===== config.mk =====
export PLATFORM = sky130hd
export DESIGN_NAME = dcache_linefill_flat
export DESIGN_NICKNAME = d
export VERILOG_FILES = /design/src/rtl/dcache_linefill_if.sv /design/src/rtl/dcache_linefill.sv /design/src/flat_wrapper.sv
export SDC_FILE = /design/constraint.sdc
export NUM_CORES = 1
export LEC_CHECK = 0
export ABC_AREA = 0
export BUFFER_PORTS_ARGS = -buffer_cell sky130_fd_sc_hd__buf_2
export CELL_PAD_IN_SITES_DETAIL_PLACEMENT = 1
export CELL_PAD_IN_SITES_GLOBAL_PLACEMENT = 2
export CORE_MARGIN = 10
export CORE_UTILIZATION = 40
export CTS_BUF_LIST = sky130_fd_sc_hd__clkbuf_4
export CTS_CLUSTER_SIZE = 30
export DETAILED_ROUTE_END_ITERATION = 12
export PLACE_DENSITY = 0.85
export RECOVER_POWER = 100
export SYNTH_ARGS = -nofsm -noshare
export SYNTH_HDL_FRONTEND = slang
export SYNTH_SLANG_ARGS = --single-unit

===== constraint.sdc =====
create_clock -name sys_clk -period 4.9 [get_ports sys_clk]
set_clock_uncertainty 0.05 [all_clocks]
set_input_delay 0.98 -clock sys_clk [delete_from_list [all_inputs] [get_ports sys_clk]]
set_output_delay 0.98 -clock sys_clk [all_outputs]
set_load 0.005 [all_outputs]

===== src/rtl/dcache_linefill_if.sv =====
// Interfaces of the data-cache line filler: the cache memory port and the
// 32-bit system bus port.

interface dcache_mem_if;
   logic         mem_request;
   logic         mem_rwn;
   logic [15:0]  mem_addr;
   logic [15:0]  mem_commit;
   logic [127:0] mem_write_data;
   logic         mem_finish;
   logic         mem_partial;
   logic         mem_replace;
   logic [4:0]   mem_replace_set;
   logic [6:0]   mem_replace_tag;
   logic [127:0] mem_replace_dat;

   // master = data cache, slave = line filler
   modport master (
      output mem_request, mem_rwn, mem_addr, mem_commit, mem_write_data,
      input  mem_finish, mem_partial, mem_replace,
             mem_replace_set, mem_replace_tag, mem_replace_dat
   );
   modport slave (
      input  mem_request, mem_rwn, mem_addr, mem_commit, mem_write_data,
      output mem_finish, mem_partial, mem_replace,
             mem_replace_set, mem_replace_tag, mem_replace_dat
   );
endinterface

interface dcache_bus_if;
   logic        bus_req;
   logic        bus_we;
   logic [15:0] bus_addr;
   logic [31:0] bus_wdata;
   logic        bus_ack;
   logic        bus_err;
   logic [31:0] bus_rdata;

   // master = line filler, slave = system bus
   modport master (
      output bus_req, bus_we, bus_addr, bus_wdata,
      input  bus_ack, bus_err, bus_rdata
   );
   modport slave (
      input  bus_req, bus_we, bus_addr, bus_wdata,
      output bus_ack, bus_err, bus_rdata
   );
endinterface


===== src/rtl/dcache_linefill.sv =====
// Line filler between the data cache and the 32-bit bus: splits a 128-bit
// write-back into four bus writes, or fetches four words, merges commit bytes and replaces.

module dcache_linefill #(
   parameter int TIMEOUT = 255
) (
   input logic          sys_clk,
   input logic          sys_rst,
   dcache_mem_if.slave  mem,
   dcache_bus_if.master bus
);

   typedef enum logic [1:0] {IDLE, WRITE, READ, FIN} state_t;

   localparam int              WCW       = (TIMEOUT < 2) ? 1 : $clog2(TIMEOUT + 1);
   localparam bit              TMO_EN    = (TIMEOUT != 0);
   localparam logic [WCW-1:0]  WAIT_LAST = WCW'(TIMEOUT - 1);

   state_t         state, state_nxt;
   logic [1:0]     beat_q, beat_nxt;
   logic [WCW-1:0] wait_q, wait_nxt;
   logic           err_q, err_nxt;
   logic [127:0]   line_q, line_nxt;
   logic [127:0]   merged;
   logic           capture, load_rep;
   logic           tmo, beat_done, beat_fail;

   logic [15:4]    addr_q;
   logic           rwn_q;
   logic [15:0]    commit_q;
   logic [127:0]   wdata_q;
   logic [4:0]     rep_set;
   logic [6:0]     rep_tag;
   logic [127:0]   rep_dat;

   logic           unused_addr_bits;
   assign unused_addr_bits = ^mem.mem_addr[3:0];

   // A beat ends on an ack or when its wait budget runs out; the latter counts as an error.
   assign tmo       = TMO_EN && !bus.bus_ack && (wait_q == WAIT_LAST);
   assign beat_done = bus.bus_ack || tmo;
   assign beat_fail = (bus.bus_ack && bus.bus_err) || tmo;

   always_comb begin
      // NOTE: every variable gets a default before the case so no path leaves it unassigned (no latches).
      state_nxt = state;
      beat_nxt  = beat_q;
      wait_nxt  = wait_q;
      err_nxt   = err_q;
      line_nxt  = line_q;
      capture   = 1'b0;
      load_rep  = 1'b0;
      unique case (state)
         IDLE: begin
            if (mem.mem_request) begin
               capture   = 1'b1;
               beat_nxt  = 2'd0;
               wait_nxt  = '0;
               err_nxt   = 1'b0;
               line_nxt  = '0;
               state_nxt = mem.mem_rwn ? READ : WRITE;
            end
         end
         WRITE, READ: begin
            if (beat_done) begin
               wait_nxt = '0;
               if (state == READ && !beat_fail)
                  line_nxt[{beat_q, 5'b0} +: 32] = bus.bus_rdata;
               // Read errors abort the fill; write errors only skip the beat.
               if (state == READ && beat_fail) begin
                  err_nxt   = 1'b1;
                  state_nxt = FIN;
               end else if (beat_q == 2'd3) begin
                  state_nxt = FIN;
               end else begin
                  beat_nxt = beat_q + 2'd1;
               end
               load_rep = (state == READ) && (state_nxt == FIN);
            end else begin
               wait_nxt = wait_q + 1'b1;
            end
         end
         FIN:     state_nxt = IDLE;
         default: state_nxt = IDLE;
      endcase
   end

   always_comb begin
      merged = line_nxt;
      for (int b = 0; b < 16; b++)
         if (commit_q[b]) merged[8*b +: 8] = wdata_q[8*b +: 8];
   end

   always_ff @(posedge sys_clk or negedge sys_rst) begin
      if (!sys_rst) begin
         state  <= IDLE;
         beat_q <= 2'd0;
         wait_q <= '0;
         err_q  <= 1'b0;
         line_q <= '0;
      end else begin
         // NOTE: non-blocking assignments so every register samples the pre-edge values.
         state  <= state_nxt;
         beat_q <= beat_nxt;
         wait_q <= wait_nxt;
         err_q  <= err_nxt;
         line_q <= line_nxt;
      end
   end

   always_ff @(posedge sys_clk or negedge sys_rst) begin
      if (!sys_rst) begin
         addr_q   <= '0;
         rwn_q    <= 1'b0;
         commit_q <= '0;
         wdata_q  <= '0;
         rep_set  <= '0;
         rep_tag  <= '0;
         rep_dat  <= '0;
      end else begin
         if (capture) begin
            addr_q   <= mem.mem_addr[15:4];
            rwn_q    <= mem.mem_rwn;
            commit_q <= mem.mem_commit;
            wdata_q  <= mem.mem_write_data;
         end
         if (load_rep) begin
            rep_set <= addr_q[8:4];
            rep_tag <= addr_q[15:9];
            rep_dat <= merged;
         end
      end
   end

   assign bus.bus_req   = (state == WRITE) || (state == READ);
   assign bus.bus_we    = (state == WRITE);
   assign bus.bus_addr  = {addr_q, beat_q, 2'b00};
   assign bus.bus_wdata = wdata_q[{beat_q, 5'b0} +: 32];

   assign mem.mem_finish      = (state == FIN);
   assign mem.mem_replace     = (state == FIN) && rwn_q;
   assign mem.mem_partial     = (state == FIN) && rwn_q && err_q;
   assign mem.mem_replace_set = rep_set;
   assign mem.mem_replace_tag = rep_tag;
   assign mem.mem_replace_dat = rep_dat;

endmodule


===== src/flat_wrapper.sv =====
// flat-port wrapper written by rule: the top's interface ports become plain ports
module dcache_linefill_flat 
#(
   parameter int TIMEOUT = 255
)
  (sys_clk, sys_rst, mem_mem_request, mem_mem_rwn, mem_mem_addr, mem_mem_commit, mem_mem_write_data, mem_mem_finish, mem_mem_partial, mem_mem_replace, mem_mem_replace_set, mem_mem_replace_tag, mem_mem_replace_dat, bus_bus_req, bus_bus_we, bus_bus_addr, bus_bus_wdata, bus_bus_ack, bus_bus_err, bus_bus_rdata);
  dcache_mem_if mem_i ();
  dcache_bus_if bus_i ();
  input logic sys_clk;
  input logic sys_rst;
  input wire logic [$bits(mem_i.mem_request)-1:0] mem_mem_request;
  input wire logic [$bits(mem_i.mem_rwn)-1:0] mem_mem_rwn;
  input wire logic [$bits(mem_i.mem_addr)-1:0] mem_mem_addr;
  input wire logic [$bits(mem_i.mem_commit)-1:0] mem_mem_commit;
  input wire logic [$bits(mem_i.mem_write_data)-1:0] mem_mem_write_data;
  output wire logic [$bits(mem_i.mem_finish)-1:0] mem_mem_finish;
  output wire logic [$bits(mem_i.mem_partial)-1:0] mem_mem_partial;
  output wire logic [$bits(mem_i.mem_replace)-1:0] mem_mem_replace;
  output wire logic [$bits(mem_i.mem_replace_set)-1:0] mem_mem_replace_set;
  output wire logic [$bits(mem_i.mem_replace_tag)-1:0] mem_mem_replace_tag;
  output wire logic [$bits(mem_i.mem_replace_dat)-1:0] mem_mem_replace_dat;
  output wire logic [$bits(bus_i.bus_req)-1:0] bus_bus_req;
  output wire logic [$bits(bus_i.bus_we)-1:0] bus_bus_we;
  output wire logic [$bits(bus_i.bus_addr)-1:0] bus_bus_addr;
  output wire logic [$bits(bus_i.bus_wdata)-1:0] bus_bus_wdata;
  input wire logic [$bits(bus_i.bus_ack)-1:0] bus_bus_ack;
  input wire logic [$bits(bus_i.bus_err)-1:0] bus_bus_err;
  input wire logic [$bits(bus_i.bus_rdata)-1:0] bus_bus_rdata;
  assign mem_i.mem_request = mem_mem_request;
  assign mem_i.mem_rwn = mem_mem_rwn;
  assign mem_i.mem_addr = mem_mem_addr;
  assign mem_i.mem_commit = mem_mem_commit;
  assign mem_i.mem_write_data = mem_mem_write_data;
  assign mem_mem_finish = mem_i.mem_finish;
  assign mem_mem_partial = mem_i.mem_partial;
  assign mem_mem_replace = mem_i.mem_replace;
  assign mem_mem_replace_set = mem_i.mem_replace_set;
  assign mem_mem_replace_tag = mem_i.mem_replace_tag;
  assign mem_mem_replace_dat = mem_i.mem_replace_dat;
  assign bus_bus_req = bus_i.bus_req;
  assign bus_bus_we = bus_i.bus_we;
  assign bus_bus_addr = bus_i.bus_addr;
  assign bus_bus_wdata = bus_i.bus_wdata;
  assign bus_i.bus_ack = bus_bus_ack;
  assign bus_i.bus_err = bus_bus_err;
  assign bus_i.bus_rdata = bus_bus_rdata;
  dcache_linefill #(.TIMEOUT(TIMEOUT)) u_core (.sys_clk(sys_clk), .sys_rst(sys_rst), .mem(mem_i), .bus(bus_i));
endmodule

======== Word level (Yosys, flattened, before mapping) ========
Index checks and enable logic that the tools add are counted.
word-level totals
  output and inout bits ................... 193
  word-level logic and storage cells ...... 93
  register bits ........................... 438
  input bits .............................. 198
cells by class
  reduce and logical (&&, ||, !) cells .... 19
  equal/unequal tests ..................... 11
  muxes and demuxes ....................... 45
  shift-type cells ........................ 3
  add/sub/neg operators ................... 3
operator list
  operator                    number
  $mux W128                   3
  $pmux W128 S2               1
  $mux W8                     18
  $bwmux W128                 1
  $shift A32 B9 Y128 const A  1
  $shiftx A128 B8 Y32         1
  $shiftx A32 B9 Y128         1
  $mux W2                     11
  $pmux W8 S2                 1
  $neg A7 Y9                  1
  $add A8 B1 Y8 const B       1
  $eq A2 B2 Y1 const B        4
  $eq A8 B8 Y1 const B        1
  $logic_and A1 B1 Y1         7
  $mux W1                     7
  $ne A2 B2 Y1 const B        3
  $pmux W2 S3                 1
  $reduce_and A5 Y1           1
  $ne A2 B1 Y1 const B        2
  $pmux W2 S2                 1
  $reduce_and A2 Y1           2
  $reduce_and A4 Y1           1
  $logic_or A1 B1 Y1          3
  $add A2 B1 Y2 const B       1
  6 further kinds             7

======== Logic depth before layout (Yosys ltp) ========
Gate-level depths: netlist of the first run.
  word-level depth ........................ 11
  mapped depth ............................ 11
  gate-level depth less buffers ........... 7

======== Worst setup path before layout of the first run ========
OpenSTA, ideal clock, no wires.
  kind .................................... register to register
  start point ............................. register u_core.beat_q[1]
  end point ............................... register u_core.rep_dat[62], in the netlist u_core.mem.mem_replace_dat[62]
  path buffers ............................ 4
  arrival time ............................ 2.487 ns
  data required time ...................... 4.718 ns
  cell stages (with the launch flop) ...... 12
  slack ................................... 2.231 ns
  period minus slack after synthesis ...... 2.669 ns
  library setup time ...................... 0.132 ns
  cells stage by stage .................... dfrtp_1 > clkbuf_1 > buf_1 > inv_1 > ha_1 > nor3b_1 > and4_4 > buf_6 > and2_4 > buf_6 > a222oi_1 > o21ai_1
between the ends
  longest elaborated chain between the ends .. 9
  elaborated cells between the ends (all ways) .. 17
  classes of those cells .................. add/sub (1); eq/ne (2); shift (2); mux (11); reduce/logical (1)
RTL lines
  what                                                RTL line                source
  from (decl)                                         dcache_linefill.sv:20   logic [1:0] beat_q, beat_nxt;
  from (signal assigned)                              dcache_linefill.sv:104  beat_q <= beat_nxt;
  branches (longest 9 deep; another with $neg A7 Y9)  -
  to (signal assigned)                                dcache_linefill.sv:130  rep_dat <= merged;
  to (decl)                                           dcache_linefill.sv:34   logic [127:0] rep_dat;
Parallel ways; which one is timed is not known. The select of a mux whose other input is x is not followed.
A chain may end at the register's enable or synchronous reset.

======== Final worst setup path of the first run ========
  start point ............................. register u_core.beat_q[1]
  end point ............................... output port bus_bus_wdata[5]
between the ends
  longest elaborated chain between the ends .. 1
RTL lines
  what                 RTL line                source
  $shiftx A128 B8 Y32  dcache_linefill.sv:138  assign bus.bus_wdata = wdata_q[{beat_q, 5'b0} +: 32];
  to (decl)            flat_wrapper.sv:25      output wire logic [$bits(bus_i.bus_wdata)-1:0] bus_bus_wdata;
No other way between the ends.

==> flow_summary.html, run 1 <==
<table>
<tr><th>Metric</th><th>Value</th></tr>
<tr><th colspan="2">Synth</th></tr>
<tr><td>Number of synthesized flops with an enable pin</td><td>0</td></tr>
<tr><td>Synth Warn #</td><td>0</td></tr>
<tr><td>Dominant combinational cell family by area after synthesis</td><td>compound AO/OA/AOI/OAI gates</td></tr>
<tr><td>Fraction of the mapped netlist area in adder cells</td><td>less than 1%</td></tr>
<tr><td>Post-synth top flop</td><td>dfrtp_1</td></tr>
<tr><td>Library cell with the largest summed area after synthesis</td><td>dfrtp_1</td></tr>
<tr><td>Async set-or-reset flop fraction in the synthesized netlist</td><td>100%</td></tr>
<tr><td>Fraction of the mapped netlist area in simple logic gates</td><td>between 6 and 7%</td></tr>
<tr><td>Proportion of synthesized area in mux cells</td><td>between 10% and 20%</td></tr>
<tr><td>Avg Synthesized Cell Area</td><td>between 10 and 15 um^2</td></tr>
<tr><td>Synth cell types</td><td>a little over 50</td></tr>
<tr><td>Synthesis-stage register bit count</td><td>between 400 and 500</td></tr>
<tr><td>Synthesized cell area</td><td>about 0.019 mm^2</td></tr>
<tr><td>Area fraction of the dominant cell type after synthesis</td><td>57.6%</td></tr>
<tr><td>Synth Instances</td><td>between 1500 and 2000</td></tr>
<tr><td>Top cells by area, synth</td><td>dfrtp_1 (58%), mux2_2 (9.2%), a22o_1 (5.9%)</td></tr>
<tr><td>Share of the synthesized area in compound gates (AO/OA/AOI/OAI)</td><td>between 10% and 20%</td></tr>
<tr><td>Share of the synthesized netlist area taken by xor and xnor gates</td><td>0%</td></tr>
<tr><td>Fraction of the yosys area taken by sequential cells</td><td>between 50% and 60%</td></tr>
<tr><th colspan="2">GRT</th></tr>
<tr><td>First-pass GRT wire length</td><td>104000 um</td></tr>
<tr><td>Vias in the first global route</td><td>~16000</td></tr>
<tr><td>GRT overflow</td><td>0</td></tr>
<tr><td>GRT Resource Usage Total</td><td>a little under a quarter</td></tr>
<tr><td>Largest net degree at the start of global routing</td><td>roughly 130</td></tr>
<tr><td>Antenna violations before repair</td><td>7</td></tr>
<tr><th colspan="2">Detailed routing</th></tr>
<tr><td>Total routed wirelength</td><td>68700 um</td></tr>
<tr><td>Wire length per cell</td><td>26.4 um</td></tr>
<tr><td>Final ANT Viol Nets</td><td>0</td></tr>
<tr><td>DRC violations left</td><td>0</td></tr>
<tr><td>Total vias in the final route</td><td>15200</td></tr>
<tr><td>Drt via density</td><td>roughly 6</td></tr>
<tr><td>Number of iterations in the first detailed-routing pass</td><td>7</td></tr>
<tr><td>Initial DRC count</td><td>about 1500</td></tr>
<tr><th colspan="2">Critical path</th></tr>
<tr><td>Cell class contributing the biggest share of worst-path delay</td><td>flip-flops</td></tr>
<tr><td>Crit path kind</td><td>reg -&gt; out</td></tr>
<tr><td>Launching element type of the critical path</td><td>register</td></tr>
<tr><td>Buffering stage count on the worst path with inverters included</td><td>2</td></tr>
<tr><td>Worst setup path startpoint</td><td>u_core.beat_q[1]</td></tr>
<tr><td>Data required time of the critical path</td><td>about 3.9 ns</td></tr>
<tr><td>Critical path endpoint category</td><td>primary output</td></tr>
<tr><td>Maximum net fanout on the critical path</td><td>21</td></tr>
<tr><td>Maximum single-stage delay on the critical path</td><td>1.17 ns</td></tr>
<tr><td>CP Cell Sequence</td><td>clkbuf_2, mux4_2, clkbuf_1</td></tr>
<tr><td>Cell with the largest stage delay on the worst path</td><td>dfrtp_1</td></tr>
<tr><td>Reg-to-reg startpoint</td><td>u_core.beat_q[1]</td></tr>
<tr><td>Endpoint arrival time on the critical path</td><td>about 3.5 ns</td></tr>
<tr><th colspan="2">Floorplan</th></tr>
<tr><td>Initial core utilization</td><td>~41%</td></tr>
<tr><td>Boundary pin count</td><td>391</td></tr>
<tr><td>Core region area</td><td>about 0.047 mm^2</td></tr>
<tr><td>DIE HEIGHT</td><td>238 um</td></tr>
<tr><td>Die Width</td><td>between 200 and 250 um</td></tr>
<tr><td>Std-Cell Rows</td><td>79</td></tr>
<tr><td>Area of the die</td><td>0.0567 mm^2</td></tr>
<tr><th colspan="2">Pwr</th></tr>
<tr><td>Net switching share of the total power</td><td>39.7%</td></tr>
<tr><td>P_sw</td><td>5.69 mW</td></tr>
<tr><td>Relative contribution of combinational cells to total power</td><td>34.2%</td></tr>
<tr><td>Pwr dens</td><td>636 mW/mm^2</td></tr>
<tr><td>Fraction of power consumed by sequential logic</td><td>a little over two fifths</td></tr>
<tr><td>Leakage component of the power</td><td>roughly 10 nW</td></tr>
<tr><td>VDD IR-drop max</td><td>0.000318 V</td></tr>
<tr><td>Clock network fraction of design power</td><td>between 20% and 30%</td></tr>
<tr><td>Internal Dissipation</td><td>around 8.6 mW</td></tr>
<tr><th colspan="2">Placed design</th></tr>
<tr><td>Inst Count DP</td><td>between 2000 and 2500</td></tr>
<tr><td>Total half-perimeter wirelength after legalization and detailed placement</td><td>46800 um</td></tr>
<tr><td>Number of buffers inserted by port buffering</td><td>about 380</td></tr>
<tr><td>Gp weighted congestion</td><td>~0.81</td></tr>
<tr><td>Instance area at placement</td><td>~0.021 mm^2</td></tr>
<tr><th colspan="2">Timing</th></tr>
<tr><td>Worst-Margin Slew</td><td>~2.8 ns</td></tr>
<tr><td>Slew HR</td><td>-89.7%</td></tr>
<tr><td>Tcrit/Tclk final</td><td>about nine tenths</td></tr>
<tr><td>Worst hold margin</td><td>between 0.2 and 0.3 ns</td></tr>
<tr><td>Unrepaired setup endpoints after global routing</td><td>no</td></tr>
<tr><td>Final-layout setup total negative slack</td><td>0 ns</td></tr>
<tr><td>Number of setup violations in the final report</td><td>0</td></tr>
<tr><td>Min cycle time layout</td><td>~4.5 ns</td></tr>
<tr><td>Final slew viol count</td><td>310</td></tr>
<tr><td>Max Freq</td><td>around 0.22 GHz</td></tr>
<tr><td>Final Hold Violating Endpoints</td><td>0</td></tr>
<tr><th colspan="2">Hold path</th></tr>
<tr><td>Worst min path class</td><td>in -&gt; reg</td></tr>
<tr><td>Startpoint of the tightest hold check path</td><td>mem_mem_write_data[42]</td></tr>
<tr><th colspan="2">Layout</th></tr>
<tr><td>Net count reported at finish</td><td>2117</td></tr>
<tr><td>Commonest cells after routing, fill and taps aside</td><td>dfrtp_1 (437), buf_2 (206), clkbuf_4 (181), clkbuf_1 (178), nand2_1 (158)</td></tr>
<tr><td>Post-route standard cell area excluding fillers</td><td>0.0225 mm^2</td></tr>
<tr><td>FILL cells</td><td>5148</td></tr>
<tr><td>Most common cell after layout, fill and taps aside</td><td>dfrtp_1</td></tr>
<tr><td>Final std cells w/o fill</td><td>2605</td></tr>
<tr><td>Area overhead of the layout relative to synthesis</td><td>18.3%</td></tr>
<tr><td>Fraction of final layout cells with drive strength greater than 1</td><td>a little under a third</td></tr>
<tr><td>Core utilization of the finished layout</td><td>between 40% and 50%</td></tr>
<tr><th colspan="2">CTS</th></tr>
<tr><td>TritonCTS clock tree</td><td>built</td></tr>
<tr><td>Clock sinks</td><td>approximately 440</td></tr>
<tr><td>Maximum level of the CTS H-tree</td><td>3</td></tr>
<tr><td>Clock Pin Slew Worst Setup and Hold Paths</td><td>~0.07 ns</td></tr>
<tr><td>Worst skew pair latency</td><td>just over 0.9 ns</td></tr>
<tr><td>Cts hold-fix bufs</td><td>0</td></tr>
<tr><td>Num CTS Buffers</td><td>approximately 120</td></tr>
<tr><td>Post-cts resize count</td><td>0</td></tr>
<tr><td># Post-CTS Setup Buffers</td><td>0</td></tr>
<tr><td>Largest buffer count on any clock path</td><td>3</td></tr>
<tr><td>Master cell of the clock root buffer</td><td>clkbuf_4</td></tr>
<tr><th colspan="2">Outcome</th></tr>
<tr><td>Violated checks</td><td>max-capacitance violations, max-slew violations</td></tr>
<tr><td>Status</td><td>finished with violations</td></tr>
<tr><th colspan="2">Run</th></tr>
<tr><td>Max_cap viols</td><td>8</td></tr>
</table>
## cell type report
| class | count | area (um^2) | share of cell area [%] |
|---|---|---|---|
| Clock buffer | 179 | 1340 | 5.97 |
| Timing Repair Buffer | 401 | 1850 | 8.22 |
| Clock inverter | 29 | 208 | 0.922 |
| Inverter | 11 | 41.3 | 0.183 |
| Sequential cell | 438 | 11000 | 48.7 |
| Multi-Input combinational cell | 937 | 7350 | 32.6 |
| Antenna cell | 3 | 7.51 | 0.0333 |
| Tap cell | 607 | 759 | 3.37 |
## final timing paths
path                       slack, ns  depth (start not counted)                         endpoint
hold reg to reg                 0.43                          2  u_core.mem.mem_replace_dat[123]
min in group asynchronous       0.91                          1               u_core.wdata_q[74]
hold / removal                  0.25                          2               u_core.wdata_q[42]
setup / recovery                0.41                          3                 bus_bus_wdata[5]
max in group asynchronous       1.07                          2               u_core.wdata_q[35]
setup reg to reg                0.52                          7   u_core.mem.mem_replace_dat[12]
## layer usage
metal / GRT usage, % / vias up / part of all wire (%)
met1: 30.0 / 7900 / 41
met5: 0 / - / 0.11
li1: - / 6587 / -
met3: 7.68 / 80 / 9.0
met4: 7.42 / 10 / 1.9
met2: 38.1 / 658 / 48
## synthesized netlist by cell type (2+ instances only)
library cell	instances
a211oi_1	2
a21oi_1	55
a221oi_1	10
a222oi_1	96
a22o_1	129
a22oi_1	22
and2_1	6
and3_1	6
and3b_1	4
and4b_1	3
buf_1	33
buf_2	46
buf_4	16
buf_6	4
clkbuf_1	48
dfrtp_1	438
ha_1	12
inv_1	11
mux2_2	156
mux2i_1	2
mux4_2	32
nand2_1	160
nand2b_1	3
nand3_1	6
nand4b_1	4
nor2_1	47
nor2b_1	31
o21ai_0	17
o21ai_1	106
o31ai_1	4
or2_2	3
## through the flow
step,total power [mW],setup WS (ns)
2_1_floorplan,8.64,2.23
3_3_place_gp,11.0,1.37
3_5_place_dp,11.2,1.29
4_1_cts,14.7,0.735
5_1_grt,15.2,0.384
6_report,14.3,0.412
## flip-flops by register name (all words and copies together), names as in the netlist
signal,flops
u_core.line_q,128
u_core.mem.mem_replace_dat,128
u_core.wdata_q,128
u_core.commit_q,16
u_core.addr_q,12
u_core.wait_q,8
u_core.mem.mem_replace_tag,7
u_core.mem.mem_replace_set,5
u_core.beat_q,2
u_core.state,2
u_core.err_q,1
u_core.rwn_q,1
## cell families (layout without fill, tap and decap cells)
| group | after synthesis | after routing |
|---|---|---|
| mux | 190 | 190 |
| buf+inv | 158 | 620 |
| simple gates | 282 | 282 |
| flops | 438 | 438 |
| other cells | 1 | 5 |
| fa+ha+maj | 12 | 12 |
| compound gates | 451 | 451 |
## power groups by stage
stage	combinational [mW]	clock, mW	sequential (mW)
detailed placement	5.16	0	6.03
floorplan	3.29	0	5.35
CTS	5.19	3.50	5.97
global route	5.36	3.70	6.13
finish	4.90	3.40	6.02
global placement	5.00	0	5.98
## worst register-to-register path, delay by kind of cell (launching register included)
kind / cells / cell delay (ns)
buffers and inverters: 1 / 0.33
AOI/OAI and AO/OA: 3 / 2.06
DFF: 1 / 0.85
and+or+nand+nor: 2 / 0.70
adders and majority gates: 1 / 0.22
No activity file was read; power rests on OpenSTA's default activity.
==> inputs of run 2 (changes only) <==
Settings changed: CORE_ASPECT_RATIO from default to 0.75.
==> run 2 against run 1 <==
  * The run still ends with max-capacitance violations, max-slew violations left
  * Die area rose by 0.16%
  * Routed wire length is 1.1% lower
  * Clock power fell by 3%
  * Flip-flop and latch count did not move
  * Cell count grew 1.0%
  * Largest cell class unchanged
==> flow_summary.html, run 2 (same netlist as run 1, synthesis figures left out) <==
<table>
<tr><th>Metric</th><th>Value</th></tr>
<tr><th colspan="2">CTS</th></tr>
<tr><td>TritonCTS clock tree</td><td>built</td></tr>
<tr><td>Cts hold-fix bufs</td><td>0</td></tr>
<tr><td>Clock sinks</td><td>about 440</td></tr>
<tr><td>Clock Pin Slew Worst Setup and Hold Paths</td><td>0.07 ns</td></tr>
<tr><td>Master cell of the clock root buffer</td><td>clkbuf_4</td></tr>
<tr><td># Post-CTS Setup Buffers</td><td>0</td></tr>
<tr><td>Largest buffer count on any clock path</td><td>3</td></tr>
<tr><td>Worst skew pair latency</td><td>around 0.87 ns</td></tr>
<tr><td>Maximum level of the CTS H-tree</td><td>3</td></tr>
<tr><td>Post-cts resize count</td><td>0</td></tr>
<tr><td>Num CTS Buffers</td><td>between 100 and 150</td></tr>
<tr><th colspan="2">Floorplan</th></tr>
<tr><td>Initial core utilization</td><td>about two fifths</td></tr>
<tr><td>Area of the die</td><td>roughly 0.057 mm^2</td></tr>
<tr><td>Boundary pin count</td><td>391</td></tr>
<tr><td>DIE HEIGHT</td><td>209 um</td></tr>
<tr><td>Std-Cell Rows</td><td>a little under 70</td></tr>
<tr><td>Core region area</td><td>roughly 0.047 mm^2</td></tr>
<tr><td>Die Width</td><td>~270 um</td></tr>
<tr><th colspan="2">GRT</th></tr>
<tr><td>GRT Resource Usage Total</td><td>a little under a quarter</td></tr>
<tr><td>Global routing met2 resource utilization</td><td>36.0%</td></tr>
<tr><td>Global routing met1 resource utilization</td><td>32.1%</td></tr>
<tr><td>Largest net degree at the start of global routing</td><td>between 100 and 150</td></tr>
<tr><td>Busiest layer in global routing</td><td>met2</td></tr>
<tr><td>Antenna violations before repair</td><td>6</td></tr>
<tr><td>GRT overflow</td><td>0</td></tr>
<tr><td>Vias in the first global route</td><td>between 15000 and 20000</td></tr>
<tr><td>First-pass GRT wire length</td><td>between 100000 and 150000 um</td></tr>
<tr><td>Met3 track demand over resource</td><td>slightly above 6%</td></tr>
<tr><th colspan="2">Critical path</th></tr>
<tr><td>Crit path kind</td><td>reg -&gt; reg</td></tr>
<tr><td>Launching element type of the critical path</td><td>register</td></tr>
<tr><td>Maximum net fanout on the critical path</td><td>between 60 and 70</td></tr>
<tr><td>Data required time of the critical path</td><td>between 5 and 6 ns</td></tr>
<tr><td>Endpoint arrival time on the critical path</td><td>roughly 5 ns</td></tr>
<tr><td>Critical path endpoint category</td><td>register</td></tr>
<tr><th colspan="2">Timing</th></tr>
<tr><td>Final Hold Violating Endpoints</td><td>0</td></tr>
<tr><td>Tcrit/Tclk final</td><td>approximately 87%</td></tr>
<tr><td>Min cycle time layout</td><td>roughly 4.3 ns</td></tr>
<tr><td>Setup ws final</td><td>around 0.64 ns</td></tr>
<tr><td>Worst-Margin Slew</td><td>about 2.8 ns</td></tr>
<tr><td>Slew HR</td><td>-83.9%</td></tr>
<tr><td>Unrepaired setup endpoints after global routing</td><td>no</td></tr>
<tr><td>Final-layout setup total negative slack</td><td>0 ns</td></tr>
<tr><td>Final slew viol count</td><td>approximately 380</td></tr>
<tr><td>Max Freq</td><td>between 0.2 and 0.25 GHz</td></tr>
<tr><td>Number of setup violations in the final report</td><td>0</td></tr>
<tr><th colspan="2">Detailed routing</th></tr>
<tr><td>Initial DRC count</td><td>1407</td></tr>
<tr><td>Final ANT Viol Nets</td><td>0</td></tr>
<tr><td>Total routed wirelength</td><td>around 68000 um</td></tr>
<tr><td>DRC violations left</td><td>0</td></tr>
<tr><td>Number of iterations in the first detailed-routing pass</td><td>8</td></tr>
<tr><td>Wire length per cell</td><td>approximately 26 um</td></tr>
<tr><td>Total vias in the final route</td><td>~15000</td></tr>
<tr><td>Drt via density</td><td>5.81</td></tr>
<tr><th colspan="2">Layout</th></tr>
<tr><td>Fraction of final layout cells with drive strength greater than 1</td><td>a little under a third</td></tr>
<tr><td>Area overhead of the layout relative to synthesis</td><td>18.5%</td></tr>
<tr><td>Commonest cells after routing, fill and taps aside</td><td>dfrtp_1 (437), buf_2 (212), clkbuf_4 (187), clkbuf_1 (180), nand2_1 (158)</td></tr>
<tr><td>Net count reported at finish</td><td>roughly 2100</td></tr>
<tr><td>Most common cell after layout, fill and taps aside</td><td>dfrtp_1</td></tr>
<tr><th colspan="2">Placed design</th></tr>
<tr><td>Total half-perimeter wirelength after legalization and detailed placement</td><td>approximately 47000 um</td></tr>
<tr><td>Gp weighted congestion</td><td>roughly 0.81</td></tr>
<tr><td>Placement Setup Slack</td><td>1.32 ns</td></tr>
<tr><td>Number of buffers inserted by port buffering</td><td>384</td></tr>
<tr><th colspan="2">Pwr</th></tr>
<tr><td>VDD IR-drop max</td><td>around 0.00033 V</td></tr>
<tr><td>Leakage component of the power</td><td>roughly 10 nW</td></tr>
<tr><td>Pwr dens</td><td>between 600 and 700 mW/mm^2</td></tr>
<tr><th colspan="2">Hold path</th></tr>
<tr><td>Worst min path class</td><td>in -&gt; reg</td></tr>
<tr><th colspan="2">Run</th></tr>
<tr><td>Max_cap viols</td><td>8</td></tr>
<tr><th colspan="2">Outcome</th></tr>
<tr><td>Violated checks</td><td>max-capacitance violations, max-slew violations</td></tr>
<tr><td>Status</td><td>finished with violations</td></tr>
</table>
[run 2: cell types whose count changed in the layout (fill, tap and decap cells not counted), sizes merged, moves of 2 or more]
cell    before  now
buf        217  224
clkbuf     363  370
bufinv       3    1
diode        3    5
clkinv      24    4
[run 2: cell type report]
class	instances	area, um^2
clock inverters	7	61.3
well taps	639	800
inverters	11	41.3
clock buffers	187	1400
multi-input cells	937	7350
flip-flops and latches	438	11000
fillers	5198	24700
diodes	5	12.5
repair buffers	407	1920
[run 2: critical path, stage by stage, from the launching register on]
cell and delay, ns:
dfrtp_1 1.21, inv_1 0.24, ha_1 0.40, and4bb_2 0.36, and4b_2 0.22, clkbuf_2 1.15
and3b_1 0.31, a221oi_1 0.05, o21ai_0 0.21
[run 2: worst paths after layout]
path / depth (start not counted) / end / startpoint / slack [ns]
worst max-delay path: 8 / u_core.mem.mem_replace_dat[1] / u_core.beat_q[1] / 0.64
worst min-delay path: 2 / u_core.wdata_q[43] / mem_mem_write_data[43] / 0.29
worst max register to register: 8 / u_core.mem.mem_replace_dat[1] / u_core.beat_q[1] / 0.64
worst min register to register: 2 / u_core.mem.mem_replace_tag[4] / u_core.mem.mem_replace_tag[4] / 0.43
max in group asynchronous: 2 / u_core.mem.mem_replace_tag[4] / sys_rst / 1.05
min in group asynchronous: 1 / u_core.line_q[9] / sys_rst / 0.94
[run 2: layer usage]
| layer | up-vias | part of all wire (%) |
|---|---|---|
| met5 | - | 0 |
| met4 | 0 | 1.7 |
| met3 | 84 | 8.1 |
| met2 | 654 | 47 |
| met1 | 7985 | 44 |
| li1 | 6554 | - |
[run 2: where the power goes]
part	switching [mW]	total [mW]	internal (mW)
sequential	1.33	6.04	4.70
clock	1.54	3.29	1.75
combinational	2.73	4.87	2.14
total	5.60	14.2	8.59
[run 2: metrics by stage]
stage	total power [mW]	area [um^2]	util (%)	std cells	hold WS (ns)
after global placement	11.0	21400	45.3	2432	0.406
after CTS	14.5	22800	48.4	2626	0.0562
after detailed placement	11.2	21400	45.3	2432	0.411
after global routing	15.1	22500	47.7	2629	0.222
final	14.2	22500	47.7	2631	0.293
after floorplan	8.64	19000	-	1533	0.403
